## config.mk

```make
export PLATFORM = sky130hd
export DESIGN_NAME = osc_acq_sequencer_flat
export DESIGN_NICKNAME = d
export VERILOG_FILES = /design/src/rtl/osc_acq_sequencer_pkg.sv /design/src/rtl/osc_acq_sequencer_if.sv /design/src/rtl/osc_acq_sequencer_trig_edge.sv /design/src/rtl/osc_acq_sequencer.sv /design/src/flat_wrapper.sv
export SDC_FILE = /design/constraint.sdc
export NUM_CORES = 1
export LEC_CHECK = 0
export BUFFER_PORTS_ARGS = -buffer_cell sky130_fd_sc_hd__buf_2
export CAP_MARGIN = 0
export CORE_ASPECT_RATIO = 0.6
export CORE_MARGIN = 2
export CORE_UTILIZATION = 40
export DETAILED_ROUTE_END_ITERATION = 10
export HOLD_SLACK_MARGIN = 0.15
export PLACE_DENSITY = 0.64
export SYNTH_ARGS = -nofsm -noshare
export SYNTH_HDL_FRONTEND = slang
export SYNTH_SLANG_ARGS = --single-unit
```

## constraint.sdc

```tcl
create_clock -name clk0 -period 4.05 [get_ports clk0]
set_input_delay 0.6075 -clock clk0 [delete_from_list [all_inputs] [get_ports clk0]]
set_output_delay 0.6075 -clock clk0 [all_outputs]
set_load 0.05 [all_outputs]
```

## src/rtl/osc_acq_sequencer_pkg.sv

```systemverilog
// Shared types and defaults for the oscilloscope acquisition sequencer.
package osc_acq_pkg;

    typedef enum logic [2:0] {
        ST_IDLE,
        ST_PRE,
        ST_WAIT,
        ST_POST,
        ST_DONE
    } acq_state_e;

    localparam logic [3:0] TRIG_SEL_SW = 4'd0;

    localparam int CNT_W_DEF  = 32;
    localparam int ADDR_W_DEF = 14;
    localparam int N_SRC_DEF  = 8;
    localparam int MISS_W     = 16;

endpackage

```

## src/rtl/osc_acq_sequencer_if.sv

```systemverilog
// Register-bank, trigger and capture-buffer signals seen by the sequencer.
interface osc_acq_sequencer_if
    import osc_acq_pkg::*;
#(
    parameter int CNT_W  = CNT_W_DEF,
    parameter int ADDR_W = ADDR_W_DEF,
    parameter int N_SRC  = N_SRC_DEF
);

    logic              arm_i;
    logic              abort_i;
    logic              sw_trig_i;
    logic [N_SRC-1:0]  trig_src_i;
    logic [3:0]        trig_sel_i;
    logic [CNT_W-1:0]  pre_i;
    logic [CNT_W-1:0]  post_i;
    logic [CNT_W-1:0]  cycles_i;
    logic              dec_en_i;
    logic              ack_i;
    logic              we_o;
    logic [ADDR_W-1:0] wptr_o;
    logic [ADDR_W-1:0] tptr_o;
    logic              armed_o;
    logic              trig_o;
    logic              irq_o;
    logic [CNT_W-1:0]  cyc_cnt_o;
    logic [MISS_W-1:0] miss_o;

    modport master (
        output arm_i, abort_i, sw_trig_i, trig_src_i, trig_sel_i,
               pre_i, post_i, cycles_i, dec_en_i, ack_i,
        input  we_o, wptr_o, tptr_o, armed_o, trig_o, irq_o, cyc_cnt_o, miss_o
    );

    modport slave (
        input  arm_i, abort_i, sw_trig_i, trig_src_i, trig_sel_i,
               pre_i, post_i, cycles_i, dec_en_i, ack_i,
        output we_o, wptr_o, tptr_o, armed_o, trig_o, irq_o, cyc_cnt_o, miss_o
    );

endinterface

```

## src/rtl/osc_acq_sequencer_trig_edge.sv

```systemverilog
// Rising-edge detector over the hardware trigger sources, muxed by the
// selected source and OR-ed with the software trigger.
module osc_trig_edge
    import osc_acq_pkg::*;
#(
    parameter int N_SRC = N_SRC_DEF
) (
    input  logic             clk0,
    input  logic             rstn,
    input  logic [N_SRC-1:0] trig_src_i,
    input  logic [3:0]       trig_sel_i,
    input  logic             sw_trig_i,
    output logic             trig_ev_o
);

    logic [N_SRC-1:0] src_q;
    logic [N_SRC-1:0] rise;
    logic             hw_hit;

    always_ff @(posedge clk0) begin
        if (!rstn) begin
            src_q <= '0;
        end else begin
            src_q <= trig_src_i;
        end
    end

    // Selector values outside 1..N_SRC match no source, leaving software only.
    always_comb begin
        rise   = trig_src_i & ~src_q;
        hw_hit = 1'b0;
        for (int k = 0; k < N_SRC; k++) begin
            if (trig_sel_i != TRIG_SEL_SW && trig_sel_i == 4'(k + 1) && rise[k]) begin
                hw_hit = 1'b1;
            end
        end
    end

    assign trig_ev_o = sw_trig_i | hw_hit;

endmodule

```

## src/rtl/osc_acq_sequencer.sv

```systemverilog
// Acquisition sequencer: arm, pre-trigger fill, trigger wait, post-trigger
// capture, then interrupt and acknowledge before re-arming.
module osc_acq_sequencer
    import osc_acq_pkg::*;
#(
    parameter int CNT_W  = CNT_W_DEF,
    parameter int ADDR_W = ADDR_W_DEF,
    parameter int N_SRC  = N_SRC_DEF
) (
    input logic                clk0,
    input logic                rstn,
    osc_acq_sequencer_if.slave bus
);

    acq_state_e        state_q;
    logic [3:0]        sel_q;
    logic [CNT_W-1:0]  pre_q, post_q, cycles_q;
    logic [CNT_W-1:0]  cnt_q, cnt_d;
    logic [CNT_W-1:0]  cyc_q, cyc_d;
    logic [ADDR_W-1:0] wptr_q, wptr_d;
    logic [ADDR_W-1:0] tptr_q;
    logic [MISS_W-1:0] miss_q, miss_d;
    logic              irq_q;
    logic              we;
    logic              trig_ev;

    osc_trig_edge #(.N_SRC(N_SRC)) u_trig_edge (
        .clk0       (clk0),
        .rstn       (rstn),
        .trig_src_i (bus.trig_src_i),
        .trig_sel_i (sel_q),
        .sw_trig_i  (bus.sw_trig_i),
        .trig_ev_o  (trig_ev)
    );

    always_comb begin
        we     = bus.dec_en_i && (state_q inside {ST_PRE, ST_WAIT, ST_POST});
        wptr_d = wptr_q + ADDR_W'(we);
        cnt_d  = cnt_q + CNT_W'(1);
        cyc_d  = (&cyc_q) ? cyc_q : cyc_q + CNT_W'(1);
        miss_d = (&miss_q) ? miss_q : miss_q + MISS_W'(1);
    end

    // cnt_q counts strobes within PRE and within POST; the trigger sample
    // itself is post sample 0 and is never counted.
    always_ff @(posedge clk0) begin
        if (!rstn) begin
            state_q  <= ST_IDLE;
            sel_q    <= '0;
            pre_q    <= '0;
            post_q   <= '0;
            cycles_q <= '0;
            cnt_q    <= '0;
            cyc_q    <= '0;
            wptr_q   <= '0;
            tptr_q   <= '0;
            miss_q   <= '0;
            irq_q    <= 1'b0;
        end else if (bus.abort_i) begin
            state_q <= ST_IDLE;
            irq_q   <= 1'b0;
            wptr_q  <= '0;
            cnt_q   <= '0;
        end else begin
            wptr_q <= wptr_d;
            case (state_q)
                ST_IDLE: begin
                    if (bus.arm_i) begin
                        sel_q    <= bus.trig_sel_i;
                        pre_q    <= bus.pre_i;
                        post_q   <= bus.post_i;
                        cycles_q <= bus.cycles_i;
                        cyc_q    <= '0;
                        miss_q   <= '0;
                        cnt_q    <= '0;
                        state_q  <= ST_PRE;
                    end
                end
                ST_PRE: begin
                    if (trig_ev) begin
                        miss_q <= miss_d;
                    end
                    if (bus.dec_en_i) begin
                        cnt_q <= cnt_d;
                    end
                    if (pre_q == '0 || (bus.dec_en_i && cnt_d == pre_q)) begin
                        cnt_q   <= '0;
                        state_q <= ST_WAIT;
                    end
                end
                ST_WAIT: begin
                    if (trig_ev) begin
                        tptr_q <= wptr_q;
                        cnt_q  <= '0;
                        if (post_q == '0) begin
                            irq_q   <= 1'b1;
                            state_q <= ST_DONE;
                        end else begin
                            state_q <= ST_POST;
                        end
                    end
                end
                ST_POST: begin
                    if (bus.dec_en_i) begin
                        cnt_q <= cnt_d;
                        if (cnt_d == post_q) begin
                            irq_q   <= 1'b1;
                            state_q <= ST_DONE;
                        end
                    end
                end
                ST_DONE: begin
                    if (bus.ack_i) begin
                        irq_q   <= 1'b0;
                        cyc_q   <= cyc_d;
                        cnt_q   <= '0;
                        state_q <= (cycles_q != '0 && cyc_d == cycles_q) ? ST_IDLE : ST_PRE;
                    end
                end
                default: state_q <= ST_IDLE;
            endcase
        end
    end

    assign bus.we_o      = we;
    assign bus.wptr_o    = wptr_q;
    assign bus.tptr_o    = tptr_q;
    assign bus.armed_o   = (state_q == ST_PRE) || (state_q == ST_WAIT);
    assign bus.trig_o    = (state_q == ST_POST);
    assign bus.irq_o     = irq_q;
    assign bus.cyc_cnt_o = cyc_q;
    assign bus.miss_o    = miss_q;

endmodule

```

## src/flat_wrapper.sv

```systemverilog
// flat-port wrapper written by rule: the top's interface ports become plain ports
module osc_acq_sequencer_flat import osc_acq_pkg::*;
#(
    parameter int CNT_W  = CNT_W_DEF,
    parameter int ADDR_W = ADDR_W_DEF,
    parameter int N_SRC  = N_SRC_DEF
)
  (clk0, rstn, bus_arm_i, bus_abort_i, bus_sw_trig_i, bus_trig_src_i, bus_trig_sel_i, bus_pre_i, bus_post_i, bus_cycles_i, bus_dec_en_i, bus_ack_i, bus_we_o, bus_wptr_o, bus_tptr_o, bus_armed_o, bus_trig_o, bus_irq_o, bus_cyc_cnt_o, bus_miss_o);
  osc_acq_sequencer_if #(.CNT_W(CNT_W), .ADDR_W(ADDR_W), .N_SRC(N_SRC)) bus_i ();
  input logic clk0;
  input logic rstn;
  input wire logic [$bits(bus_i.arm_i)-1:0] bus_arm_i;
  input wire logic [$bits(bus_i.abort_i)-1:0] bus_abort_i;
  input wire logic [$bits(bus_i.sw_trig_i)-1:0] bus_sw_trig_i;
  input wire logic [$bits(bus_i.trig_src_i)-1:0] bus_trig_src_i;
  input wire logic [$bits(bus_i.trig_sel_i)-1:0] bus_trig_sel_i;
  input wire logic [$bits(bus_i.pre_i)-1:0] bus_pre_i;
  input wire logic [$bits(bus_i.post_i)-1:0] bus_post_i;
  input wire logic [$bits(bus_i.cycles_i)-1:0] bus_cycles_i;
  input wire logic [$bits(bus_i.dec_en_i)-1:0] bus_dec_en_i;
  input wire logic [$bits(bus_i.ack_i)-1:0] bus_ack_i;
  output wire logic [$bits(bus_i.we_o)-1:0] bus_we_o;
  output wire logic [$bits(bus_i.wptr_o)-1:0] bus_wptr_o;
  output wire logic [$bits(bus_i.tptr_o)-1:0] bus_tptr_o;
  output wire logic [$bits(bus_i.armed_o)-1:0] bus_armed_o;
  output wire logic [$bits(bus_i.trig_o)-1:0] bus_trig_o;
  output wire logic [$bits(bus_i.irq_o)-1:0] bus_irq_o;
  output wire logic [$bits(bus_i.cyc_cnt_o)-1:0] bus_cyc_cnt_o;
  output wire logic [$bits(bus_i.miss_o)-1:0] bus_miss_o;
  assign bus_i.arm_i = bus_arm_i;
  assign bus_i.abort_i = bus_abort_i;
  assign bus_i.sw_trig_i = bus_sw_trig_i;
  assign bus_i.trig_src_i = bus_trig_src_i;
  assign bus_i.trig_sel_i = bus_trig_sel_i;
  assign bus_i.pre_i = bus_pre_i;
  assign bus_i.post_i = bus_post_i;
  assign bus_i.cycles_i = bus_cycles_i;
  assign bus_i.dec_en_i = bus_dec_en_i;
  assign bus_i.ack_i = bus_ack_i;
  assign bus_we_o = bus_i.we_o;
  assign bus_wptr_o = bus_i.wptr_o;
  assign bus_tptr_o = bus_i.tptr_o;
  assign bus_armed_o = bus_i.armed_o;
  assign bus_trig_o = bus_i.trig_o;
  assign bus_irq_o = bus_i.irq_o;
  assign bus_cyc_cnt_o = bus_i.cyc_cnt_o;
  assign bus_miss_o = bus_i.miss_o;
  osc_acq_sequencer #(.CNT_W(CNT_W), .ADDR_W(ADDR_W), .N_SRC(N_SRC)) u_core (.clk0(clk0), .rstn(rstn), .bus(bus_i));
endmodule
```

# --- Word-level counts from Yosys, hierarchy flattened ---
# Cells that the tools add are included.
totals:
  latch_bits: 0
  rom_bits: 0
  mem_bits_rw: 0
  ff_bits: 220
  wordCells: 122
  mem_count: 0
  out_inout_bits: 80
  input_bits: 115
op_classes:
  n_mux: 36
  bitwise_logic: 5
  add_sub_neg: 4
  div_mod_pow: 0
  reduce_logical: 41
  mul: 0
  n_eq_ne: 24
  magnitude_cmp: 0
  shifts: 0
op_table:
  columns: ["operator", "count"]
  rows:
  - ["32-bit two-way mux", 7]
  - ["32-bit one-hot mux with 5 select lines", 1]
  - ["32-bit == test", 3]
  - ["32-bit by 1-bit adder with 32-bit output (second input constant)", 2]
  - ["32-bit logical NOT", 2]
  - ["32-bit one-hot mux with 2 select lines", 1]
  - ["16-bit two-way mux", 3]
  - ["16-bit one-hot mux with 2 select lines", 1]
  - ["32-bit AND reduction", 1]
  - ["32-bit nonzero test", 1]
  - ["3-bit two-way mux", 7]
  - ["1-bit logical AND", 19]
  - ["16-bit by 1-bit adder with 16-bit output (second input constant)", 1]
  - ["4-bit by 3-bit == test with 1-bit output (second input constant)", 4]
  - ["16-bit AND reduction", 1]
  - ["3-bit one-hot mux with 5 select lines", 1]
  - ["14-bit by 1-bit adder with 14-bit output", 1]
  - ["1-bit two-way mux", 14]
  - ["2-bit inequality test (second input constant)", 6]
  - ["6-bit AND reduction", 2]
  - ["8-bit AND", 1]
  - ["4-bit by 2-bit == test with 1-bit output (second input constant)", 2]
  - ["8-bit NOT", 1]
  - ["4-bit AND reduction", 2]
  - ["18 further kinds", 26]

# --- Longest topological paths before layout ---
# Gate-level depths: netlist of run 1.
depth:
  word_depth: 14
  depth_mapped: 13
  ltp_nobuf: 10

# --- By module ---
# Synthesis of run 1 repeated with hierarchy kept, for this count alone.
hier_totals:
  cells_unflattened: 1669
  area_unflattened_um2: 12504.5
modules_own_cells:
  columns: ["module", "n_inst", "cells_each", "seq_area_each_um2", "area_per_inst_um2"]
  rows:
  - ["osc_acq_sequencer", 1, 1637, 4244.1, 12159.2]
  - ["osc_trig_edge", 1, 32, 160.2, 345.3]

# --- Worst setup path before layout of run 1 ---
# No wires, ideal clock.
synth_path:
  path_kind: "input port to flip-flop"
  startpoint: "input port bus_dec_en_i"
  endpoint: "register u_core.wptr_q[6] (netlist: u_core.bus.wptr_o[6])"
  required_time_ns: 3.980
  path_buffers: 1
  path_stages: 8
  slack_ns: 0.439
  arrival_time_ns: 3.541
  setup_ns: 0.070
  cell_sequence: "clkbuf_1 -> clkinv_1 -> nor3_1 -> ha_1 -> ha_1 -> nand2_1 -> or3_1 -> a21oi_1"
synth_between:
  elab_chain_len: 2
synth_rtl:
  columns: ["element", "line", "source"]
  rows:
  - ["start: declaration", "flat_wrapper.sv:20", "input wire logic [$bits(bus_i.dec_en_i)-1:0] bus_dec_en_i;"]
  - ["1-bit logical AND", "osc_acq_sequencer.sv:37", "we = bus.dec_en_i && (state_q inside {ST_PRE, ST_WAIT, ST_POST});"]
  - ["net bus_we_o", "flat_wrapper.sv:22", "output wire logic [$bits(bus_i.we_o)-1:0] bus_we_o;"]
  - ["14-bit by 1-bit adder with 14-bit output", "osc_acq_sequencer.sv:38", "wptr_d = wptr_q + ADDR_W'(we);"]
  - ["end signal: assignment", "osc_acq_sequencer.sv:65", "wptr_q <= wptr_d;"]
  - ["end: declaration", "osc_acq_sequencer.sv:20", "logic [ADDR_W-1:0] wptr_q, wptr_d;"]
# The timed path passes the listed nets, and every way through them passes these cells.
# A chain may end at the register's enable or synchronous reset.

# --- Final worst setup path of run 1 ---
layout_path:
  startpoint: "register u_core.cnt_q[5]"
  endpoint: "register u_core.state_q[1]"
layout_between:
  elab_chain_len: 6
  elab_cells_between_ends: 8
  cone_classes: "add/sub (1); eq/ne (4); reduce/logical (3)"
layout_rtl:
  columns: ["element", "line", "source"]
  rows:
  - ["start: declaration", "osc_acq_sequencer.sv:18", "logic [CNT_W-1:0] cnt_q, cnt_d;"]
  - ["start signal: assignment", "osc_acq_sequencer.sv:84", "cnt_q <= cnt_d;"]
  - ["start signal: assignment", "osc_acq_sequencer.sv:105", "cnt_q <= cnt_d;"]
  - ["32-bit by 1-bit adder with 32-bit output *", "osc_acq_sequencer.sv:39", "cnt_d = cnt_q + CNT_W'(1);"]
  - ["32-bit == test", "osc_acq_sequencer.sv:86", "if (pre_q == '0 || (bus.dec_en_i && cnt_d == pre_q)) begin"]
  - ["1-bit logical AND", "osc_acq_sequencer.sv:86", null]
  - ["1-bit logical OR", "osc_acq_sequencer.sv:86", null]
  - ["2-bit inequality test (no source line)", null, null]
  - ["6-bit AND reduction (no source line) *", null, null]
  - ["end signal: assignment", "osc_acq_sequencer.sv:117", "state_q <= (cycles_q != '0 && cyc_d == cycles_q) ? ST_IDLE : ST_PRE;"]
  - ["end: declaration", "osc_acq_sequencer.sv:15", "acq_state_e state_q;"]
# Mark *: on every way between the ends. The rest lies on a longest branch, timed or not.

==> reports/qor.csv, run 1 <==
metric,value,unit
"Setup violations, final",0,
Max Cap Viol,0,
largest family of logic cells by synthesized area,simple AND/OR/NAND/NOR gates,
relative slew slack,33.9,%
Yosys top cell by area,dfxtp_1,
routability cong.,1.05,
share of synthesized registers carrying an async set or reset,0,%
Ports,195,
skew final,22.4,ps
Mapped Area,12900,µm²
share of layout cells above drive strength 1,19.5,%
Final Critical Period,3870,ps
routed vias/inst,6.05,
CTS root buffer,clkbuf_16,
Least-Margin Pin Slew,991,ps
Worst path slowest cell,nor3_1,
initial core utilization,40.9,%
PostCTS Resize Cnt,0,
routed length per placed instance,23.5,µm
post-synth cell types,85,
Num CTS Buffers,23,
largest net degree at the start of global routing,88,
status,finished clean,
Sum Neg Setup Slack,0,ps
post-DP HPWL,42800,µm
Max Clock Freq,259,MHz
Leak,6.00,nW
clk buf depth,3,
DRC,0,
FILL cells,3163,
final wirelength,54600,µm
gr ovfl total,0,
Die X,236,µm
site row count,50,
fin crit share,95.4,%
Peak VDD IR,0.258,mV
CP peak stage delay,630,ps
Yosys reg bits,220,
r2r worst-path depth,10,
startpoint types,flop,
CP Cell Sequence,nand3_1 -> or3_1 -> buf_4 -> nor3_1 -> buf_4 -> xnor2_1 -> a2111oi_0 -> nand4b_1 -> o211ai_1 -> o31ai_1,
Power Total,5.07,mW
Most common cell on crit path,buf_4,
max-slew violation total from the final report,0,
post-synthesis area per instance,7.60,µm²
vias in the first global route,12509,
Worst Hold Class,in -> reg,
Port Buf Inserts,194,
post-CTS setup buffer count,0,
hold depth,2,
Synth area leaders,"dfxtp_1 (34%), nand2_1 (9.0%), a21oi_1 (6.4%)",
"EDFF count, synth",0,
DR vias,14045,
Worst Path Max Fanout,9,
XOR/XNOR Fraction of Synth Area,10.2,%
multiplexer share of the synthesized area,2.20,%
CTS tree,done,
initial antenna violation count,1,
simple-gate share of the synthesized area,30.6,%
hold buffers post-CTS,0,
Post-Synthesis Cells,1696,
H-tree Lvls,1,
post-synthesis compound-gate area fraction,17.4,%
RSZ-0062 raised after global routing,false,
Antenna Nets Post-Route,0,
core area,31500,µm²
P per Cell Area,329,nW/µm²
Worst EP required,4440,ps
CTS Sinks,220,
first-pass iteration count of the detailed router,5,
Synth top area share,34.2,%
die height,143,µm
fin nets,2011,
area share of fa/ha/maj cells after synthesis,0.486,%
critical path class,reg -> reg,
Skew-Pair Late Insertion Delay,540,ps
"Hold Vio Cnt, Final",0,
register area share after synthesis,34.2,%
crit path DAT,4260,ps
Post-Synthesis Net Count,1816,
first-pass GRT wire length,79900,µm
Synth Flop Type,dfxtp_1,
die area,33700,µm²
ANT cells,0,
first-iteration detailed-routing DRC count,1697,
Layout area overhead,19.6,%
clk slew on worst S/H paths,70,ps
Setup crit end kind,flop,
Yosys warnings,0,
Overall Global Routing Usage,31.5,%
-- layer usage --
metal  up-vias  global-route usage [%]  routed length [µm]
li1       6444                       -                   -
met1      6688                    48.2               26000
met2       845                    37.1               18600
met3        64                    16.7                9150
met4         4                    4.69                 658
met5         -                    1.88                 103
-- stage by stage --
stage	hold slack [ps]	setup slack, ps	area, µm²	utilization [%]	cells
3_5_place_dp	475	303	14600	46.5	2282
3_3_place_gp	470	284	14600	46.5	2282
6_report	285	185	15400	49.0	2322
4_1_cts	270	252	15400	49.0	2322
5_1_grt	288	46.3	15400	49.0	2322
2_1_floorplan	452	439	12900	-	1696
-- flip-flops by register name (all words and copies together) (netlist names) --
name	count
u_core.cycles_q	32
u_core.sel_q	4
u_core.bus.irq_o	1
u_core.cnt_q	32
u_core.state_q	3
u_core.bus.miss_o	16
u_core.bus.tptr_o	14
u_core.u_trig_edge.src_q	8
u_core.bus.wptr_o	14
u_core.pre_q	32
u_core.post_q	32
u_core.bus.cyc_cnt_o	32
-- critical path: cells and delay by family, from the launching register on --
family	cells	cell delay [ps]
and+or+nand+nor	4	1760
AOI/OAI and AO/OA	3	940
buffers and inverters	2	450
xor gates and xnor gates	1	60
DFF	1	500
-- worst paths after layout --
| path | start | slack [ps] | endpoint |
|---|---|---|---|
| worst max-delay path | u_core.cnt_q[5] | 180 | u_core.state_q[1] |
| worst min-delay path | bus_trig_src_i[3] | 290 | u_core.u_trig_edge.src_q[3] |
| worst max register to register | u_core.cnt_q[5] | 180 | u_core.state_q[1] |
| worst min register to register | u_core.cycles_q[20] | 480 | u_core.cycles_q[20] |
-- synth_stat cells (all sizes together) (6+ instances only) --
library cell	number
a21oi	165
a22oi	14
a32oi	6
nand2b	10
o211ai	11
nor4	53
buf	19
nand2	310
inv	29
xor2	48
dfxtp	220
nand4	57
o22ai	11
mux2i	26
nand3	56
and3	36
and2	22
nor3	46
a31oi	14
xnor2	89
clkbuf	107
o31ai	19
o21ai	53
or4	14
a311oi	9
and4	18
nor2	124
or3	20
-- cells by family (layout without fill, tap and decap cells) --
| family | after synthesis | after routing |
|---|---|---|
| and+or+nand+nor | 791 | 791 |
| AOI/OAI and AO/OA | 354 | 354 |
| DFF | 220 | 220 |
| buffers and inverters | 156 | 366 |
| xor gates and xnor gates | 142 | 142 |
| muxes | 28 | 28 |
| adders and majority gates | 5 | 5 |
-- layout by cell type (no fill, tap or decap), types with 47 or more instances in the layout --
master   synthesis  final
nand2_1        309    308
dfxtp_1        220    220
buf_2            9    194
a21oi_1        164    164
nor2_1         124    123
buf_4            7    102
xnor2_1         89     89
nand3_1         54     54
nand4_1         53     53
o21ai_0         48     48
xor2_1          48     48
nor4_1          47     47
-- area by class of cell --
| type | count | area (µm²) | area share [%] |
|---|---|---|---|
| multi-input cells | 1320 | 7860 | 51.0 |
| inverters | 30 | 115 | 0.747 |
| well taps | 416 | 520 | 3.38 |
| repair buffers | 296 | 1740 | 11.3 |
| flip-flops and latches | 220 | 4400 | 28.6 |
| clock buffers | 32 | 689 | 4.47 |
| clock inverters | 8 | 82.6 | 0.536 |
-- power breakdown --
| part | internal, mW | switching, mW |
|---|---|---|
| Clock | 1.26 | 0.949 |
| Combinational | 0.211 | 0.342 |
| Sequential | 2.22 | 0.0965 |
(Power assumes the default switching activity.)
==> run 2: changes to the inputs <==
Settings changed: CORE_ASPECT_RATIO 0.6 to 0.9.
==> run 2 against run 1 <==
Clock-buffer cell count increased by 2. Clock power increased by 19%. Sequential share of layout area increased by 0.12 points. Combinational power decreased by 4%. Maximum frequency increased by 1.8%. Register-to-register slack improved by 70 ps. Routed wire length decreased by 7.9%. Worst hold slack got worse by 5.7 ps. Cell count decreased by 1.3%. Sequential power about the same. Largest cell class unchanged.
==> reports/qor.csv, run 2 (synthesis gave the netlist of run 1 again) <==
metric,value,unit,change
Leak,5.92,nW,was 6.00 nW
Peak VDD IR,0.359,mV,was 0.258 mV
share of layout cells above drive strength 1,18.1,%,was 19.5%
post-CTS setup buffer count,0,,unchanged
Die X,193,µm,was 236 µm
fin crit share,93.8,%,was 95.4%
clk buf depth,3,,unchanged
initial core utilization,40.5,%,was 40.9%
P per Cell Area,356,nW/µm²,was 329 nW/µm²
CTS tree,done,,unchanged
RSZ-0062 raised after global routing,false,,unchanged
routed length per placed instance,21.9,µm,was 23.5 µm
max-slew violation total from the final report,0,,unchanged
DR vias,13533,,was 14.0k
hold buffers post-CTS,0,,unchanged
Port Buf Inserts,194,,unchanged
clk slew on worst S/H paths,60,ps,was 70 ps
Layout area overhead,19.1,%,was 19.6%
site row count,62,,was 50
first-pass GRT wire length,75600,µm,was 79900 µm
post-DP HPWL,38100,µm,was 42800 µm
hold_ws,279,ps,was 285 ps
DRC,0,,unchanged
Sum Neg Setup Slack,0,ps,unchanged
Worst EP required,4500,ps,was 4440 ps
routed vias/inst,5.90,,was 6.05
core area,31800,µm²,was 31500 µm²
Ports,195,,unchanged
"Setup violations, final",0,,unchanged
initial antenna violation count,4,,was 1
Worst Path Max Fanout,21,,was 9
Antenna Nets Post-Route,0,,unchanged
Overall Global Routing Usage,29.2,%,was 31.5%
largest net degree at the start of global routing,94,,was 88
crit path DAT,4250,ps,was 4260 ps
Hold Path Sink,u_core.u_trig_edge.src_q[6],,was u_core.u_trig_edge.src_q[3]
final wirelength,50300,µm,was 54600 µm
Setup crit end kind,flop,,unchanged
Crit Reg-Reg Endpoint,u_core.cnt_q[4],,was u_core.state_q[1]
status,finished clean,,unchanged
Worst Hold Class,in -> reg,,unchanged
CTS Sinks,220,,unchanged
PostCTS Resize Cnt,0,,unchanged
routability cong.,1.04,,was 1.05
Least-Margin Pin Slew,1120,ps,was 991 ps
die height,174,µm,was 143 µm
Power Total,5.46,mW,was 5.07 mW
die area,33700,µm²,about the same
Skew-Pair Late Insertion Delay,550,ps,was 540 ps
gr ovfl total,0,,unchanged
Critical R2R Launch,u_core.cnt_q[2],,was u_core.cnt_q[5]
"Hold Vio Cnt, Final",0,,unchanged
Num CTS Buffers,26,,was 23
R2R Setup Slk,250,ps,was 180 ps
fin nets,1976,,was 2011
startpoint types,flop,,unchanged
vias in the first global route,12554,,was 12.5k
FILL cells,3238,,was 3163
r2r worst-path depth,11,,was 10
first-iteration detailed-routing DRC count,1235,,was 1697
Max Cap Viol,0,,unchanged
H-tree Lvls,1,,unchanged
"most common cell after layout, fill and taps aside",nand2_1,,unchanged
most frequent cells in the layout,"nand2_1 (308), dfxtp_1 (220), buf_2 (194), a21oi_1 (164), nor2_1 (123)",,unchanged
Inst Count DP,2244,,was 2282
skew final,20.3,ps,was 22.4 ps
first-pass iteration count of the detailed router,5,,unchanged
relative slew slack,25.5,%,was 33.9%
hold depth,2,,unchanged
HP Start,bus_trig_src_i[6],,was bus_trig_src_i[3]
Max Clock Freq,263,MHz,was 259 MHz
CTS root buffer,clkbuf_16,,unchanged
Final Critical Period,3800,ps,was 3870 ps
post-route insts no fill,2292,,was 2322
critical path class,reg -> reg,,unchanged
## run 2: cell types whose count changed in the layout (fill, tap and decap cells not counted), sizes merged
| cell | previous run | this run |
|---|---|---|
| clkinv | 5 | 7 |
| diode | 0 | 2 |
| inv | 31 | 29 |
| clkbuf | 32 | 34 |
| buf | 296 | 258 |
| clkinvlp | 1 | 0 |
| bufinv | 1 | 6 |
## run 2: layer usage
metal / vias up / global-route usage (%) / part of all wire (%)
met2: 581 / 42.1 / 42
met4: 2 / 10.9 / 4.2
met1: 6457 / 42.1 / 46
li1: 6385 / - / -
met5: - / 0 / 0.026
met3: 108 / 6.64 / 8.2
## run 2: worst max-delay path, cell delays in order (launching register included)
cell and delay [ps]:
dfxtp_1 510, nand4_2 340, or4_1 700, or4_1 530, a21oi_1 160, a2111o_1 170
nor4b_2 60, buf_4 170, a21oi_4 200, buf_12 200, nand3_4 310, o31ai_1 320
## run 2: layout make-up
class | instances | area (µm²) | share of cell area, %
inverters | 30 | 115 | 0.750
diodes | 2 | 5.00 | 0.0326
well taps | 416 | 520 | 3.39
repair buffers | 258 | 1460 | 9.54
flip-flops and latches | 220 | 4400 | 28.7
clock buffers | 34 | 742 | 4.83
clock inverters | 12 | 214 | 1.39
multi-input cells | 1320 | 7880 | 51.4
## run 2: worst max path at each step
stage / from / end / slack, ps / depth (start not counted)
floorplan: bus_dec_en_i / u_core.bus.wptr_o[6] / 440 / 8
global placement: u_core.cnt_q[2] / u_core.cnt_q[1] / 290 / 11
finish: u_core.cnt_q[2] / u_core.cnt_q[4] / 250 / 11
detailed placement: u_core.cnt_q[2] / u_core.cnt_q[3] / 180 / 11
global route: u_core.cnt_q[2] / u_core.cnt_q[3] / 20 / 12
CTS: u_core.cnt_q[2] / u_core.cnt_q[3] / 150 / 11
## run 2: power breakdown
part / switching [mW] / leakage, nW / total (mW) / internal (mW)
clock: 0.955 / 0.474 / 2.62 / 1.66
combinational: 0.333 / 3.66 / 0.533 / 0.200
sequential: 0.0882 / 1.78 / 2.31 / 2.22
total: 1.38 / 5.92 / 5.46 / 4.08
## run 2: through the flow
stage	setup WS (ps)	cell area [µm²]	utilization [%]
after floorplan	439	12900	-
after global placement	292	14400	45.2
after detailed placement	177	14400	45.2
after CTS	155	15300	48.2
after global routing	24.5	15300	48.2
final	251	15300	48.2
==> run 3: changes to the inputs <==
Clock period 4.05 ns to 4.3 ns, I/O delays scaled along.
==> run 3 against run 2 <==
Routed wire length fell by 3.1%. Combinational power fell by 7.3%. Register-to-register slack lost 100 ps. Largest cell class unchanged. Clock-buffer cell count shrank 4. Cell count decreased by 1.0%. Clock skew fell by 1.9 ps. Via count decreased by 0.82%. Maximum frequency down 8.5%. Critical path depth is 1 lower.
==> reports/qor.csv, run 3 (synthesis gave the netlist of run 1 again) <==
metric,value,unit,change
Skew-Pair Late Insertion Delay,560,ps,was 550 ps
routability cong.,0.991,,was 1.04
Worst Slack Setup Final,147,ps,was 251 ps
P_int,3.64,mW,was 4.08 mW
Setup crit end kind,flop,,unchanged
Post-Place Worst Slack,303,ps,was 177 ps
H-tree Lvls,1,,unchanged
critical path class,reg -> reg,,unchanged
Worst path slowest cell,dfxtp_1,,was or4_1
vias in the first global route,12220,,was 12.6k
Peak VDD IR,0.276,mV,was 0.359 mV
routed length per placed instance,21.5,µm,was 21.9 µm
clk slew on worst S/H paths,70,ps,was 60 ps
Power Total,4.98,mW,was 5.46 mW
CP Cell Sequence,nand4_1 -> nor4_1 -> nand2_1 -> and3_1 -> o41ai_1 -> nor4b_2 -> a21oi_4 -> buf_4 -> a31oi_1 -> o22ai_1,,was nand4_2 -> or4_1 -> or4_1 -> a21oi_1 -> a2111o_1 -> nor4b_2 -> buf_4 -> a21oi_4 -> buf_12 -> nand3_4 -> o31ai_1
post-DP HPWL,36400,µm,was 38100 µm
combinational share of power,9.9,%,was 9.8%
P per Cell Area,330,nW/µm²,was 356 nW/µm²
CTS root buffer,clkbuf_16,,unchanged
status,finished clean,,unchanged
crit path DAT,4640,ps,was 4250 ps
Ports,195,,unchanged
DRC,0,,unchanged
hold_ws,314,ps,was 279 ps
first-pass GRT wire length,73400,µm,was 75600 µm
die area,33700,µm²,unchanged
Flop pwr share,43.6,%,was 42.3%
Worst Path Max Fanout,14,,was 21
"Setup violations, final",0,,unchanged
Layout area overhead,17.1,%,was 19.1%
FILL cells,3225,,was 3238
PostCTS Resize Cnt,0,,unchanged
initial core utilization,40.5,%,unchanged
core area,31800,µm²,unchanged
CP peak stage delay,630,ps,was 700 ps
critical path's top delay family,simple AND/OR/NAND/NOR gates,,unchanged
RSZ-0062 raised after global routing,false,,unchanged
first-pass iteration count of the detailed router,6,,was 5
hold buffers post-CTS,0,,unchanged
ANT cells,0,,was 2
initial antenna violation count,1,,was 4
max-slew violation total from the final report,0,,unchanged
routed vias/inst,5.92,,was 5.90
Max Cap Viol,0,,unchanged
first-iteration detailed-routing DRC count,1599,,was 1235
Clk pwr share,46.5,%,was 47.9%
Final Critical Period,4150,ps,was 3800 ps
fin nets,1956,,was 1976
most frequent cells in the layout,"nand2_1 (308), dfxtp_1 (220), buf_2 (194), a21oi_1 (164), nor2_1 (123)",,unchanged
skew final,18.4,ps,was 20.3 ps
die height,174,µm,unchanged
gr ovfl total,0,,unchanged
Worst EP required,4790,ps,was 4500 ps
clk buf depth,3,,unchanged
"Hold Vio Cnt, Final",0,,unchanged
Die X,193,µm,unchanged
final wirelength,48700,µm,was 50300 µm
relative slew slack,25.7,%,was 25.5%
CTS Sinks,220,,unchanged
Least-Margin Pin Slew,1110,ps,was 1120 ps
share of layout cells above drive strength 1,17.1,%,was 18.1%
fin crit share,96.6,%,was 93.8%
DR vias,13422,,was 13.5k
Overall Global Routing Usage,28.2,%,was 29.2%
CTS tree,done,,unchanged
Worst Hold Class,in -> reg,,unchanged
Sw Share,26.9,%,was 25.2%
Sum Neg Setup Slack,0,ps,unchanged
"Core Util, Final",47.4,%,was 48.2%
largest net degree at the start of global routing,103,,was 94
Buffers & Inverters on Critical Path,1,,was 2
Antenna Nets Post-Route,0,,unchanged
Port Buf Inserts,194,,unchanged
switching power,1.34,mW,was 1.38 mW
startpoint types,flop,,unchanged
Num CTS Buffers,25,,was 26
Leak,5.76,nW,was 5.92 nW
post-CTS setup buffer count,0,,unchanged
Max Clock Freq,241,MHz,was 263 MHz
site row count,62,,unchanged
"most common cell after layout, fill and taps aside",nand2_1,,unchanged
## run 3: through the flow
stage,cells,cell area [µm²]
floorplan,1696,12900
global placement,2225,14200
detailed placement,2225,14200
CTS,2269,15100
global route,2269,15100
finish,2269,15100
## run 3: layout make-up
class                      instances  area [µm²]  area share [%]
clock inverter                    14         198            1.31
clock buffer                      30         674            4.47
multi-input combinational       1320        7860            52.1
sequential                       220        4400            29.2
timing repair buffer             239        1310            8.68
tap                              416         520            3.45
inverter                          30         115           0.763
## run 3: metal layers
metal  vias to the layer above  share of wire (%)  GRT usage (%)
met4                         2                3.0           7.10
li1                       6339                  -              -
met1                      6382                 45           42.1
met2                       606                 42           41.5
met3                        93                9.1           5.19
met5                         -              0.027              0
## run 3: path summary, 6_finish.rpt
kind | from | end | slack (ps) | cells after the start
worst min-delay path | bus_trig_src_i[3] | u_core.u_trig_edge.src_q[3] | 310 | 2
worst max register to register | u_core.cnt_q[17] | u_core.cnt_q[5] | 150 | 10
worst max-delay path | u_core.cnt_q[17] | u_core.cnt_q[5] | 150 | 10
worst min register to register | u_core.cycles_q[13] | u_core.cycles_q[13] | 480 | 2
## run 3: power by group through the flow
stage	logic, mW	registers (mW)	clock network [mW]
2_1_floorplan	0.307	2.18	0
3_3_place_gp	0.484	2.22	0
3_5_place_dp	0.485	2.22	0
4_1_cts	0.487	2.17	2.35
5_1_grt	0.538	2.18	2.42
6_report	0.494	2.17	2.32
